### src/rtl/cp0_exc_ctrl.sv
// Coprocessor-0 exception/interrupt controller: evaluates interrupts and exceptions
// at the M stage, holds SR/Cause/EPC/PRId and services mfc0/mtc0 accesses.
module cp0_exc_ctrl #(
  parameter logic [31:0] PRID   = 32'h2021_0001,
  parameter logic [5:0]  IM_RST = 6'h00
) (
  input  logic        clk,
  input  logic        reset,
  input  logic [31:0] pc_m,
  input  logic        valid_m,
  input  logic        bd_m,
  input  logic [4:0]  exc_code_m,
  input  logic        eret_m,
  input  logic [5:0]  hw_int,
  input  logic        we,
  input  logic [4:0]  waddr,
  input  logic [31:0] wdata,
  input  logic [4:0]  raddr,
  output logic [31:0] rdata,
  output logic        req,
  output logic [31:0] epc
);

  localparam logic [4:0] ADDR_SR    = 5'd12;
  localparam logic [4:0] ADDR_CAUSE = 5'd13;
  localparam logic [4:0] ADDR_EPC   = 5'd14;
  localparam logic [4:0] ADDR_PRID  = 5'd15;

  logic [5:0]  im_q;
  logic        exl_q;
  logic        ie_q;
  logic        bd_q;
  logic [5:0]  ip_q;
  logic [4:0]  exccode_q;
  logic [31:0] epc_q;

  logic        int_req;
  logic        exc_req;
  logic        wr_sr;
  logic        wr_epc;
  logic [31:0] epc_d;
  logic [4:0]  exccode_d;

  assign int_req = valid_m & ie_q & ~exl_q & (|(hw_int & im_q));
  assign exc_req = valid_m & ~exl_q & (exc_code_m != 5'd0);
  assign req     = int_req | exc_req;

  // An mtc0 that coincides with req belongs to the flushed instruction.
  assign wr_sr  = we & ~req & (waddr == ADDR_SR);
  assign wr_epc = we & ~req & (waddr == ADDR_EPC);

  assign epc_d     = bd_m ? (pc_m - 32'd4) : pc_m;
  assign exccode_d = int_req ? 5'd0 : exc_code_m;

  always_ff @(posedge clk) begin
    if (reset) begin
      im_q      <= IM_RST;
      exl_q     <= 1'b0;
      ie_q      <= 1'b0;
      bd_q      <= 1'b0;
      ip_q      <= 6'd0;
      exccode_q <= 5'd0;
      epc_q     <= 32'd0;
    end else begin
      ip_q <= hw_int;
      if (req) begin
        exl_q     <= 1'b1;
        bd_q      <= bd_m;
        exccode_q <= exccode_d;
        epc_q     <= epc_d;
      end else begin
        if (wr_sr) begin
          im_q  <= wdata[15:10];
          exl_q <= wdata[1];
          ie_q  <= wdata[0];
        end
        if (wr_epc) begin
          epc_q <= wdata;
        end
        // eret overrides the EXL value an mtc0 may have written this cycle
        if (eret_m) begin
          exl_q <= 1'b0;
        end
      end
    end
  end

  always_comb begin
    rdata = 32'd0;
    case (raddr)
      ADDR_SR:    rdata = {16'd0, im_q, 8'd0, exl_q, ie_q};
      ADDR_CAUSE: rdata = {bd_q, 15'd0, ip_q, 3'd0, exccode_q, 2'd0};
      ADDR_EPC:   rdata = epc_q;
      ADDR_PRID:  rdata = PRID;
      default:    rdata = 32'd0;
    endcase
  end

  assign epc = epc_q;

endmodule

### config.mk
export PLATFORM = sky130hd
export DESIGN_NAME = cp0_exc_ctrl
export DESIGN_NICKNAME = d
export VERILOG_FILES = /design/src/rtl/cp0_exc_ctrl.sv
export SDC_FILE = /design/constraint.sdc
export NUM_CORES = 1
export LEC_CHECK = 0
export ABC_AREA = 1
export CAP_MARGIN = 0
export CORE_ASPECT_RATIO = 0.5
export CORE_MARGIN = 1
export CORE_UTILIZATION = 43
export DETAILED_ROUTE_END_ITERATION = 16
export GPL_TIMING_DRIVEN = 0
export PLACE_DENSITY_LB_ADDON = 0.3
export SETUP_SLACK_MARGIN = 0.4
export SYNTH_ARGS = -nofsm -noshare
export SYNTH_HDL_FRONTEND = slang
export SYNTH_SLANG_ARGS = --single-unit
### constraint.sdc
create_clock -name clk -period 1.89 [get_ports clk]
set_input_delay 0.4725 -clock clk [delete_from_list [all_inputs] [get_ports clk]]
set_output_delay 0.4725 -clock clk [all_outputs]
set_load 0.01 [all_outputs]
==> impl_metrics.json <==
{
  "worstSetupStartpoint": "exc_code_m[3]",
  "dieHeight_um": 67.49,
  "synth_top_family_by_area": "simple AND/OR/NAND/NOR gates",
  "ant_nets": 0,
  "p_leak_nw": 3.440,
  "r2r_slack_ns": -0.25,
  "critPathCaptureType": "flip-flop",
  "synthAdderAreaFrac_pct": 0.3392,
  "grt_util_all_layers_pct": 37.45,
  "grt_util_met1_pct": 44.35,
  "rsz0062_at_grt": "true",
  "routed_wl_um": 26620,
  "post_dp_cell_area_um2": 5654,
  "ys_types": 46,
  "dp_hpwl_um": 10770,
  "yosys_warnings": 0,
  "portBuffers": 154,
  "drc": 0,
  "setup_viol": 22,
  "slew_viol_final": 0,
  "syn_nets": 694,
  "maxCapViolations": 0,
  "synth-simple-area-share_pct": 41.15,
  "area_growth_pct": 103.4,
  "synth_edf_count": 0,
  "synth_xor_area_share_pct": 2.612,
  "synth_seq_area_share_pct": 28.22,
  "start_util_pct": 45.29,
  "syn_avg_cell_area_um2": 6.127,
  "num_rows": 23,
  "async_flop_share_pct": 0,
  "cts_tree": "yes",
  "clock-sinks": 52,
  "clk_latency_ns": 0.31,
  "crit_path_start_kind": "primary input",
  "gp_congestion": 0.8944,
  "met3_usage_pct": 9.234,
  "netlist_area_um2": 3689,
  "relSlewSlack_pct": 30.71,
  "final_area_um2": 7502,
  "cp.arrival_ns": 2.40,
  "crit_required_ns": 2.06,
  "vias": 6458,
  "fmax_mhz": 447.5,
  "period_needed_ns": 2.235,
  "worst_pin_slew_ns": 1.039,
  "grt_pass1_vias": 4953,
  "timing_worst_setup_path_type": "primary input to flip-flop",
  "r2r-end": "epc[8]",
  "nets": 926,
  "grt_max_degree": 19,
  "grt_antenna_before_repair": 2,
  "wl_per_cell_um": 28.08,
  "min_path_type": "primary input to flip-flop",
  "endpoint": "epc[8]",
  "worst_clock_skew_ns": 0.01390,
  "cts_buffers": 5,
  "path_clk_slew_ns": 0.08,
  "hold_viol": 0,
  "synth_top_flop_cell": "dfxtp_1",
  "ys_seq_elements": 52,
  "synth_compound_area_share_pct": 15.47,
  "drt-pass1-iter-count": 8,
  "worstPathMaxFanout": 6,
  "ios": 156,
  "netlist_instances": 602,
  "r2r_cells": 14,
  "grt_overflow": 0,
  "p_per_area_nw_per_um2": 490.1,
  "outcome": "finished with violations",
  "use_met2_pct": 65.71,
  "die-area_um2": 8975,
  "drt-initial-drc-count": 1143,
  "ctsLongestPathBuffers": 2,
  "drive_gt1_share_pct": 47.54,
  "ir_drop_uv": 609.1,
  "core_um2": 8144,
  "htreeDepth": 2,
  "grt_pass1_wl_um": 25400,
  "final.period_utilization_pct": 118.2,
  "setup_slack_ns": -0.3447,
  "vias_per_cell": 6.812,
  "violations": "negative setup slack",
  "die_x_um": 133.0,
  "synth.area.mux_share_pct": 0,
  "fin_hold_ws_ns": 0.4377,
  "grt-busiest-layer": "met2",
  "worstReg2RegStart": "im_q[2]",
  "clockRootBuffer": "clkbuf_16"
}
[registers in the layout (all words and copies together), names as in the netlist]
signal / cells
epc: 32
bd_q: 1
exl_q: 1
im_q: 6
ip_q: 6
ie_q: 1
exccode_q: 5
[cells in the mapped netlist, drive strengths merged (9+ instances only)]
library cell	number	area share, %
inv	78	7.9
nor2	108	13
dfxtp	52	28
o21ai	45	6.2
xor2	10	2.4
nand4	12	2.2
nand2	182	20
a21oi	34	5.3
clkbuf	9	0.92
nand3	28	4.2
buf	12	3.0
[layer usage]
metal  up-vias  part of all wire, %
li1       2370                    -
met1      2871                   33
met4         4                   11
met2       818                   40
met3       395                   17
met5         -                 0.17
[stage by stage]
stage                     utilization (%)  power [W]  setup slack (ns)  setup TNS [ns]  cells
final                               92.12   0.003677           -0.3447          -1.126    948
after global placement              69.43   0.002111           -0.9855          -40.07    868
after global routing                92.12   0.003729           -0.4213          -4.369    948
after floorplan                         -   0.001647            0.2352               0    602
after detailed placement            69.43   0.002127           -0.9911          -41.42    868
after CTS                           79.17   0.003102         -0.009647       -0.009647    918
[timing repair]
| item | in CTS | in global routing |
|---|---|---|
| gates cloned | 5 | 5 |
| pin swaps | 55 | 71 |
| resized for setup | 458 | 212 |
| setup buffers | 37 | 24 |
| hold buffers | 0 | 0 |
| setup endpoints to repair | 111 | 81 |
[critical path, stage by stage]
cell and delay [ns]:
buf_2 0.16, nor3_2 0.20, nand2_2 0.17, nand3_4 0.13, nand2_8 0.06, buf_12 0.12, buf_4 0.13, buf_12 0.14
buf_6 0.12, clkbuf_16 0.16, nand2_4 0.07, o21ai_4 0.06, a21oi_2 0.37
[worst min-delay path by stage]
stage	slack (ns)	cells after the start	end	start
2_1_floorplan	0.44	2	exccode_q[1]	exccode_q[1]
3_3_place_gp	0.45	2	exccode_q[0]	exccode_q[0]
3_5_place_dp	0.47	2	exccode_q[0]	exccode_q[0]
4_1_cts	0.41	3	ip_q[1]	hw_int[1]
5_1_grt	0.44	3	ip_q[0]	hw_int[0]
6_report	0.44	3	ip_q[1]	hw_int[1]
[where the power goes]
group,total (W),switching [W],internal (W)
clock network,0.00101,0.000506,0.000506
logic,0.00141,0.000817,0.000597
registers,0.00125,0.0000793,0.00117
total,0.00368,0.00140,0.00228
[cell families after synthesis]
family	count (synthesis)
xor gates and xnor gates	11
DFF	52
AOI/OAI and AO/OA	96
buffers and inverters	102
adders and majority gates	1
and+or+nand+nor	340
[final cells by class]
type                    count  area, um^2
well taps                 112       140.1
clock buffers               5       125.1
repair inverters            1       16.27
flip-flops and latches     52        1057
multi-input cells         448        3247
clock inverters             3       27.53
fillers                   244       641.9
plain buffers              21       286.5
repair buffers            224        2222
diodes                      1       2.502
inverters                  81       377.9
[layout by cell type, fill, tap and decap left out, types with 4 or more instances in the layout]
cell,instances
o21ai_0,15
clkbuf_1,4
inv_2,7
a21oi_2,23
dfxtp_2,10
dfxtp_1,41
buf_4,35
clkbuf_16,14
nand3_4,10
xor2_1,8
o21ai_1,5
o21ai_4,11
a22o_1,5
inv_1,63
nor2_1,50
nand2_2,38
nor2_4,40
nand3_2,5
nand2_4,25
buf_6,40
buf_2,28
clkbuf_2,5
buf_8,18
dlygate4sd2_1,45
o21ai_2,14
nand4_1,11
nand3_1,13
inv_4,4
nor2_2,16
a21oi_1,11
nand2_1,116
clkdlybuf4s15_2,6
clkdlybuf4s50_1,38
clkdlybuf4s15_1,4
buf_12,11
Power figures use the tool's default switching activity.
